## config.mk

```make
export PLATFORM = sky130hd
export DESIGN_NAME = memory_access_unit
export DESIGN_NICKNAME = d
export VERILOG_FILES = /design/src/rtl/multicore_pkg.sv /design/src/rtl/load_store_align.sv /design/src/rtl/memory_access_unit.sv
export SDC_FILE = /design/constraint.sdc
export NUM_CORES = 1
export LEC_CHECK = 0
export ABC_AREA = 1
export ABC_CLOCK_PERIOD_IN_PS = 5700
export CORE_ASPECT_RATIO = 0.7
export CORE_MARGIN = 2
export CORE_UTILIZATION = 35
export DETAILED_ROUTE_END_ITERATION = 16
export HOLD_SLACK_MARGIN = 0.08
export PLACE_DENSITY = 0.68
export SLEW_MARGIN = 5
export SYNTH_ARGS = -nofsm -noshare
export SYNTH_HDL_FRONTEND = slang
export SYNTH_SLANG_ARGS = --single-unit
```

## constraint.sdc

```tcl
create_clock -name i_aclk -period 5.7 [get_ports i_aclk]
set_clock_uncertainty 0.15 [all_clocks]
set_input_delay 1.14 -clock i_aclk [delete_from_list [all_inputs] [get_ports i_aclk]]
set_output_delay 1.14 -clock i_aclk [all_outputs]
set_load 0.01 [all_outputs]
```

## src/rtl/multicore_pkg.sv

```systemverilog
// Shared pipeline types and constants for the memory-access stage.
package multicore_pkg;

    typedef enum logic [2:0] {
        LDOP_LB  = 3'b000,
        LDOP_LH  = 3'b001,
        LDOP_LW  = 3'b010,
        LDOP_LBU = 3'b100,
        LDOP_LHU = 3'b101
    } t_ldop;

    typedef enum logic [1:0] {
        SOP_SB = 2'b00,
        SOP_SH = 2'b01,
        SOP_SW = 2'b10
    } t_sop;

    typedef enum logic [1:0] {
        MA_IDLE,
        MA_REQ,
        MA_WAIT
    } t_ma_state;

    localparam logic [1:0] MEMTOREG_ALU = 2'b00;
    localparam logic [1:0] MEMTOREG_MEM = 2'b01;
    localparam logic [1:0] MEMTOREG_PC  = 2'b10;

    // Halfwords need addr[0]==0, words need addr[1:0]==0; bytes are always aligned.
    function automatic logic ma_misaligned(input logic      is_store,
                                           input t_ldop     ldop,
                                           input t_sop      sop,
                                           input logic [1:0] off);
        logic half;
        logic word;
        if (is_store) begin
            half = (sop == SOP_SH);
            word = (sop == SOP_SW);
        end else begin
            half = (ldop == LDOP_LH) || (ldop == LDOP_LHU);
            word = (ldop == LDOP_LW);
        end
        return (half && off[0]) || (word && (off != 2'b00));
    endfunction

endpackage

```

## src/rtl/load_store_align.sv

```systemverilog
// Byte-lane steering for stores, load extraction/extension, and the misaligned flag.
module load_store_align
    import multicore_pkg::*;
#(
    parameter int DATA_SIZE = 32
) (
    input  logic                   i_is_store,
    input  t_ldop                  i_ldop,
    input  t_sop                   i_sop,
    input  logic [1:0]             i_addr_lo,
    input  logic [DATA_SIZE-1:0]   i_wdata,
    input  logic [DATA_SIZE-1:0]   i_rdata,
    output logic [DATA_SIZE/8-1:0] o_be,
    output logic [DATA_SIZE-1:0]   o_wdata,
    output logic [DATA_SIZE-1:0]   o_ldata,
    output logic                   o_misaligned
);

    logic [7:0]  byte_sel;
    logic [15:0] half_sel;

    assign o_misaligned = ma_misaligned(i_is_store, i_ldop, i_sop, i_addr_lo);

    always_comb begin
        o_be    = '1;
        o_wdata = i_wdata;
        if (i_is_store) begin
            case (i_sop)
                SOP_SB: begin
                    o_be    = 4'b0001 << i_addr_lo;
                    o_wdata = {4{i_wdata[7:0]}};
                end
                SOP_SH: begin
                    o_be    = 4'b0011 << i_addr_lo;
                    o_wdata = {2{i_wdata[15:0]}};
                end
                default: ;
            endcase
        end
    end

    always_comb begin
        byte_sel = i_rdata[{i_addr_lo, 3'b000} +: 8];
        half_sel = i_rdata[{i_addr_lo[1], 4'b0000} +: 16];
        case (i_ldop)
            LDOP_LB:  o_ldata = {{24{byte_sel[7]}}, byte_sel};
            LDOP_LBU: o_ldata = {24'b0, byte_sel};
            LDOP_LH:  o_ldata = {{16{half_sel[15]}}, half_sel};
            LDOP_LHU: o_ldata = {16'b0, half_sel};
            default:  o_ldata = i_rdata;
        endcase
    end

endmodule

```

## src/rtl/memory_access_unit.sv

```systemverilog
// MEM pipeline stage: captures the EX bundle, runs the dmem req/ready/rvalid
// handshake and produces the write-back / forwarding value.
module memory_access_unit
    import multicore_pkg::*;
#(
    parameter int DATA_SIZE = 32,
    parameter int INST_SIZE = 32,
    parameter int NUM_REGS  = 32
) (
    input  logic                        i_aclk,
    input  logic                        i_areset_n,
    input  logic                        i_en,
    input  logic [DATA_SIZE-1:0]        i_exe_calc,
    input  logic [DATA_SIZE-1:0]        i_exe_wdata,
    input  logic [$clog2(NUM_REGS)-1:0] i_rdest,
    input  logic                        i_cu_regwrite,
    input  logic [1:0]                  i_cu_memtoreg,
    input  logic                        i_cu_memwrite,
    input  t_ldop                       i_ldop,
    input  t_sop                        i_sop,
    input  logic [INST_SIZE-1:0]        i_pcplus4,
    output logic                        o_stall,
    output logic                        o_dmem_req,
    output logic                        o_dmem_we,
    output logic [DATA_SIZE-1:0]        o_dmem_addr,
    output logic [DATA_SIZE/8-1:0]      o_dmem_be,
    output logic [DATA_SIZE-1:0]        o_dmem_wdata,
    input  logic                        i_dmem_ready,
    input  logic                        i_dmem_rvalid,
    input  logic [DATA_SIZE-1:0]        i_dmem_rdata,
    output logic [DATA_SIZE-1:0]        o_wb_data,
    output logic [$clog2(NUM_REGS)-1:0] o_rdest,
    output logic                        o_cu_regwrite,
    output logic [DATA_SIZE-1:0]        o_forward_data,
    output logic                        o_misaligned
);

    localparam int RW = $clog2(NUM_REGS);

    t_ma_state            state_q, state_d;
    logic [DATA_SIZE-1:0] calc_q, calc_d;
    logic [DATA_SIZE-1:0] wdata_q, wdata_d;
    logic [RW-1:0]        rdest_q, rdest_d;
    logic                 regwrite_q, regwrite_d;
    logic [1:0]           memtoreg_q, memtoreg_d;
    logic                 memwrite_q, memwrite_d;
    t_ldop                ldop_q, ldop_d;
    t_sop                 sop_q, sop_d;
    logic [INST_SIZE-1:0] pcplus4_q, pcplus4_d;

    logic                 stall;
    logic                 in_mem_op;
    logic                 in_misaligned;
    logic                 mem_op_q;
    logic                 align_mis;
    logic                 misaligned_q;
    logic [DATA_SIZE-1:0] ldata;

    assign in_mem_op     = i_en && (i_cu_memwrite || (i_cu_memtoreg == MEMTOREG_MEM));
    assign in_misaligned = ma_misaligned(i_cu_memwrite, i_ldop, i_sop, i_exe_calc[1:0]);
    assign mem_op_q      = memwrite_q || (memtoreg_q == MEMTOREG_MEM);
    assign misaligned_q  = mem_op_q && align_mis;

    load_store_align #(
        .DATA_SIZE(DATA_SIZE)
    ) u_align (
        .i_is_store  (memwrite_q),
        .i_ldop      (ldop_q),
        .i_sop       (sop_q),
        .i_addr_lo   (calc_q[1:0]),
        .i_wdata     (wdata_q),
        .i_rdata     (i_dmem_rdata),
        .o_be        (o_dmem_be),
        .o_wdata     (o_dmem_wdata),
        .o_ldata     (ldata),
        .o_misaligned(align_mis)
    );

    always_comb begin
        state_d    = state_q;
        stall      = 1'b0;
        o_dmem_req = 1'b0;
        case (state_q)
            MA_REQ: begin
                o_dmem_req = 1'b1;
                stall      = !(i_dmem_ready && (memwrite_q || i_dmem_rvalid));
                if (i_dmem_ready && !memwrite_q && !i_dmem_rvalid) begin
                    state_d = MA_WAIT;
                end
            end
            MA_WAIT: stall = !i_dmem_rvalid;
            default: ;
        endcase
        // Every unstalled edge is a capture edge, so the next state follows the
        // incoming bundle; this lets back-to-back ops go straight to REQ.
        if (!stall) begin
            state_d = (in_mem_op && !in_misaligned) ? MA_REQ : MA_IDLE;
        end
    end

    always_comb begin
        calc_d     = calc_q;
        wdata_d    = wdata_q;
        rdest_d    = rdest_q;
        regwrite_d = regwrite_q;
        memtoreg_d = memtoreg_q;
        memwrite_d = memwrite_q;
        ldop_d     = ldop_q;
        sop_d      = sop_q;
        pcplus4_d  = pcplus4_q;
        if (!stall) begin
            calc_d     = i_exe_calc;
            wdata_d    = i_exe_wdata;
            rdest_d    = i_rdest;
            ldop_d     = i_ldop;
            sop_d      = i_sop;
            pcplus4_d  = i_pcplus4;
            regwrite_d = i_en && i_cu_regwrite;
            memwrite_d = i_en && i_cu_memwrite;
            memtoreg_d = i_en ? i_cu_memtoreg : MEMTOREG_ALU;
        end
    end

    always_ff @(posedge i_aclk or negedge i_areset_n) begin
        if (!i_areset_n) begin
            state_q    <= MA_IDLE;
            calc_q     <= '0;
            wdata_q    <= '0;
            rdest_q    <= '0;
            regwrite_q <= 1'b0;
            memtoreg_q <= MEMTOREG_ALU;
            memwrite_q <= 1'b0;
            ldop_q     <= LDOP_LB;
            sop_q      <= SOP_SB;
            pcplus4_q  <= '0;
        end else begin
            state_q    <= state_d;
            calc_q     <= calc_d;
            wdata_q    <= wdata_d;
            rdest_q    <= rdest_d;
            regwrite_q <= regwrite_d;
            memtoreg_q <= memtoreg_d;
            memwrite_q <= memwrite_d;
            ldop_q     <= ldop_d;
            sop_q      <= sop_d;
            pcplus4_q  <= pcplus4_d;
        end
    end

    always_comb begin
        case (memtoreg_q)
            MEMTOREG_MEM: o_wb_data = ldata;
            MEMTOREG_PC:  o_wb_data = DATA_SIZE'(pcplus4_q);
            default:      o_wb_data = calc_q;
        endcase
    end

    assign o_stall        = stall;
    assign o_dmem_we      = memwrite_q;
    assign o_dmem_addr    = {calc_q[DATA_SIZE-1:2], 2'b00};
    assign o_rdest        = rdest_q;
    assign o_cu_regwrite  = regwrite_q && !stall && !misaligned_q;
    assign o_forward_data = o_wb_data;
    assign o_misaligned   = misaligned_q;

endmodule

```

==> impl_metrics.ini, run 1 <==
[pwr]
swShare = 0.313
leakage_nw = 4.41
power_density_nw_per_um2 = 238
power_frac_clock = 0.283
internal_power_mw = 1.54
irDropWorstVdd_uv = 147
totalPowerFinal_mw = 2.24
pwr-share-comb = 0.319
switchingPower_mw = 0.699
p_seq_frac = 0.398

[clock_tree]
clk_path_buf_depth = 2
clock-root-buffer = clkbuf_16
clk_pin_slew_ns = 0.08
cts_tree = done
hold_buffers = 0
post-cts-setup-buffers = 0
cts_sinks = 112
cts_buffers = 9
cts_resized = 0
clk_latency_ns = 0.35
htree_levels = 3

[sta]
final_hold_viol_count = 0
tns_ns = 0
slew_viol_final = 0
max_slew_margin = 0.320
grt_setup_unrepaired = false
finalSetupViolCount = 0
fmax_mhz = 218
worstMarginPinSlew_ns = 1.02
period_share = 0.806
post-route-min-period_ns = 4.59
holdWs_ns = 0.327
setup_slack_ns = 1.11

[setup_path]
worstPathMaxFanout = 16
required_ns = 4.41
worst-setup-path-type = input port to output port
reg2reg_slack_ns = 2.94
end_kind = output port
critPathLaunchType = input port
critPathArrivalTime_ns = 3.30

[global_route]
grt_pass1_vias = 6309
grt_pass1_wl_um = 34400
grt_max_degree = 102
overflow = 0
antenna_found_initial = 0
grtUsageTotal = 0.221

[placement]
postPlaceCellArea_um2 = 9100
dp_slack_ns = 1.09
io_buffers = 286
place_hpwl_um = 16400
gp_congestion = 0.903
dp.cells = 1356

[floorplan]
ioPinCount = 289
die_h_um = 119
core_um2 = 18800
die_w_um = 169
initial_utilization = 0.355
core.rowCount = 42
design.die.area_um2 = 20200

[drt]
vias = 6551
drt_pass1_iterations = 7
drtIter0Drc = 532
viasPerCell = 4.77
drc_errors = 0
routedWlPerCell_um = 16.1
wirelength_um = 22000
final_antenna_net_count = 0

[logic_synthesis]
syn_area_um2 = 6660
synth_xor_area_frac = 0
synth-edff-count = 0
synth-compound-area-share = 0.135
synth_fa_ha_area_frac = 0.00751
ys_ff_latch = 112
yosys.area_share.simple = 0.285
synth.yosys.seq_area_share = 0.421
syn_inst = 942
avgSynthCellArea_um2 = 7.07
synth_top_family_by_area = simple AND/OR/NAND/NOR gates
synth.distinct_cells = 29
ys.warnings.count = 0
async_reset_ff_frac = 1.00
synth.area.mux_share = 0
ys.flop_type = dfrtp_1

[finish]
stdcell_count = 1372
final_net_count = 1276
final_core_util = 0.501
layout_commonest_cell = nand2_1
fill_cells = 1886
final_cell_mix = nand2_1, clkdlybuf4s50_1, dfrtp_1, nor2_1, o21ai_0
drive_above_1_share = 0.0522
syn_to_final_growth_pct = 41.0
diodes = 0
design_area_um2 = 9390

[job]
maxCapViolations = 0

[outcome]
outcome = finished clean

[hold_path]
min-delay-path-class = flip-flop to flip-flop
==> kinds of logic after synthesis <==
logic type                 Yosys count
AOI/OAI and AO/OA                  167
adders and majority gates            4
buffers and inverters              180
DFF                                112
other                                1
and+or+nand+nor                    478
==> final timing paths <==
check,start,to,cells after the start
hold / removal,pcplus4_q[6],pcplus4_q[6],2
max in group asynchronous,i_areset_n,calc_q[28],2
hold reg to reg,pcplus4_q[6],pcplus4_q[6],2
min in group asynchronous,i_areset_n,wdata_q[26],1
setup / recovery,i_dmem_rdata[23],o_forward_data[31],10
setup reg to reg,o_dmem_we,o_dmem_we,7
==> flip-flops by register name, indices dropped and copies added (netlist names), 2 cells and up <==
| register | cells |
|---|---|
| o_rdest | 5 |
| memtoreg_q | 2 |
| pcplus4_q | 32 |
| sop_q | 2 |
| wdata_q | 32 |
| calc_q | 32 |
| state_q | 2 |
| ldop_q | 3 |
==> layer usage <==
metal  vias to the layer above  GRT usage  share of wire
met5                         -          0              0
met4                         0     0.0555          0.014
met3                        20     0.0469          0.071
met2                       256      0.336           0.43
met1                      3024      0.320           0.48
li1                       3251          -              -
==> critical path, stage by stage <==
cell	delay, ns
clkdlybuf4s50_1	0.47
inv_1	0.09
nand2_1	0.09
nand3_1	0.12
nand2_2	0.10
nand2_4	0.09
nand2_4	0.24
nand2_1	0.15
a21oi_1	0.23
clkdlybuf4s50_1	0.58
==> synthesized netlist by cell type (2+ instances only) <==
master,n,share of area
o22ai_1,17,0.016
buf_4,75,0.084
buf_2,19,0.014
clkbuf_1,26,0.015
nor2_1,80,0.045
nand2_1,357,0.20
a21oi_2,10,0.013
inv_1,54,0.030
ha_1,4,0.0075
dfrtp_1,112,0.42
nand2_2,13,0.012
inv_2,3,0.0017
o21ai_0,70,0.053
nand3_1,19,0.014
nand2_4,3,0.0051
o211ai_1,2,0.0023
a21oi_1,66,0.050
==> power groups by stage <==
stage               clock network [mW]  registers [mW]  logic (mW)
floorplan                            0           0.891       0.382
global placement                     0           0.904       0.712
detailed placement                   0           0.906       0.715
CTS                              0.659           0.891       0.718
global route                     0.686           0.899       0.776
finish                           0.633           0.891       0.713
==> area by class of cell <==
class / instances / area (um2) / share of cell area
Sequential cell: 112 / 2800 / 0.298
Tap cell: 242 / 303 / 0.0322
Timing Repair Buffer: 293 / 2910 / 0.310
Clock inverter: 6 / 51.3 / 0.00546
Multi-Input combinational cell: 651 / 2870 / 0.305
Clock buffer: 10 / 239 / 0.0254
Inverter: 58 / 220 / 0.0234
(Power assumes the default switching activity.)
==> run 2: changes to the inputs <==
--- a/config.mk
+++ b/config.mk
@@ -6,7 +6,7 @@
 export NUM_CORES = 1
 export LEC_CHECK = 0
 export ABC_AREA = 1
-export ABC_CLOCK_PERIOD_IN_PS = 5700
+export ABC_CLOCK_PERIOD_IN_PS = 4700
 export CORE_ASPECT_RATIO = 0.7
 export CORE_MARGIN = 2
 export CORE_UTILIZATION = 35
==> constraint.sdc (replaced) <==
create_clock -name i_aclk -period 4.7 [get_ports i_aclk]
set_clock_uncertainty 0.15 [all_clocks]
set_input_delay 0.94 -clock i_aclk [delete_from_list [all_inputs] [get_ports i_aclk]]
set_output_delay 0.94 -clock i_aclk [all_outputs]
set_load 0.01 [all_outputs]
==> impl_metrics.ini, run 2 (synthesis results as in run 1) <==
[drt]
wirelength_um = 22000
drt_pass1_iterations = 5
vias = 6560
routedWlPerCell_um = 16.0
final_antenna_net_count = 0
viasPerCell = 4.77
drtIter0Drc = 576
drc_errors = 0

[global_route]
antenna_found_initial = 0
grtUsageTotal = 0.220
grt_pass1_wl_um = 34600
grt_pass1_vias = 6278
grt_max_degree = 103
overflow = 0

[pwr]
leakage_nw = 4.44
power_density_nw_per_um2 = 293
switchingPower_mw = 0.856
power_frac_clock = 0.296
totalPowerFinal_mw = 2.77
swShare = 0.309
irDropWorstVdd_uv = 165
p_seq_frac = 0.389
pwr-share-comb = 0.315
internal_power_mw = 1.91

[placement]
io_buffers = 286
postPlaceCellArea_um2 = 9130
dp.cells = 1358
dp_slack_ns = 0.507
gp_congestion = 0.877
place_hpwl_um = 16500

[setup_path]
critPathLaunchType = input port
end_kind = output port
critPathArrivalTime_ns = 3.08
rr_endpoint = state_q[0]
reg2reg_slack_ns = 2.39
required_ns = 3.61
worst-setup-path-type = input port to output port
worstPathMaxFanout = 16
r2r_cells = 7
r2r_start = o_dmem_we

[finish]
final_core_util = 0.503
diodes = 0
stdcell_count = 1374
drive_above_1_share = 0.0539
syn_to_final_growth_pct = 41.7
fill_cells = 1889
design_area_um2 = 9440
final_net_count = 1278
seq_area_um2 = 2800
top_regs = calc_q: 32 flops, pcplus4_q: 32 flops, wdata_q: 32 flops
multi_input_area_um2 = 2870
final_cell_mix = nand2_1, clkdlybuf4s50_1, dfrtp_1, nor2_1, o21ai_0
layout_commonest_cell = nand2_1

[sta]
holdWs_ns = 0.326
finalSetupViolCount = 0
final_hold_viol_count = 0
slew_viol_final = 0
grt_setup_unrepaired = false
worstMarginPinSlew_ns = 0.994
fmax_mhz = 240
tns_ns = 0
max_slew_margin = 0.337
setup_slack_ns = 0.531
period_share = 0.887
post-route-min-period_ns = 4.17

[clock_tree]
clock-root-buffer = clkbuf_16
cts_tree = done
clk_path_buf_depth = 2
cts_sinks = 112
cts_buffers = 9
htree_levels = 3
post-cts-setup-buffers = 0
clk_latency_ns = 0.35
cts_resized = 0
hold_buffers = 0
clk_pin_slew_ns = 0.08

[floorplan]
die_h_um = 119
core_um2 = 18800
design.die.area_um2 = 20200
core.rowCount = 42
initial_utilization = 0.355
die_w_um = 169
ioPinCount = 289

[hold_path]
min-delay-path-class = flip-flop to flip-flop
hold_end = o_rdest[0]
hp-start = o_rdest[0]
hold_depth = 2

[outcome]
outcome = finished clean

[job]
maxCapViolations = 0
-- run 2: changes by cell type in the layout (fill, tap and decap cells not counted), sizes merged --
cell      change
buf           +2
clkinvlp      -1
clkinv        +1
clkbuf        -1
bufinv        +1
-- run 2: routing by layer --
layer / vias up / global-route usage / wire length [um]
met2: 225 / 0.333 / 9630
li1: 3254 / - / -
met1: 3059 / 0.318 / 10600
met5: - / 0 / 0
met4: 0 / 0.0566 / 379
met3: 22 / 0.0459 / 1480
-- run 2: power groups by stage --
stage                     combinational (mW)  clock [mW]  sequential (mW)
after floorplan                        0.463           0             1.08
after global placement                 0.870           0             1.09
after global routing                   0.948       0.890             1.09
after CTS                              0.878       0.847             1.08
after detailed placement               0.874           0             1.10
final                                  0.870       0.819             1.08
-- run 2: area by class of cell --
cell class / count / share of cell area
repair buffers: 295 / 0.311
multi-input cells: 651 / 0.303
flip-flops and latches: 112 / 0.297
well taps: 242 / 0.0321
clock buffers: 9 / 0.0239
inverters: 58 / 0.0233
clock inverters: 7 / 0.00914
-- run 2: how the worst max path moves through the flow --
stage	slack, ns	start	endpoint	cells after the start
6_report	0.53	i_dmem_rdata[23]	o_forward_data[31]	10
5_1_grt	0.34	i_dmem_rdata[23]	o_forward_data[31]	10
4_1_cts	0.49	i_dmem_rdata[23]	o_wb_data[31]	10
3_5_place_dp	0.51	i_dmem_rdata[23]	o_wb_data[31]	10
3_3_place_gp	0.51	i_dmem_rdata[23]	o_wb_data[31]	10
2_1_floorplan	1.71	i_dmem_rdata[31]	o_wb_data[24]	10
-- run 2: critical path, stage by stage --
cell and delay [ns]:
clkdlybuf4s50_1 0.48, inv_1 0.09, nand2_1 0.09, nand3_1 0.11
nand2_2 0.09, nand2_4 0.09, nand2_4 0.22, nand2_1 0.16
a21oi_1 0.22, clkdlybuf4s50_1 0.58
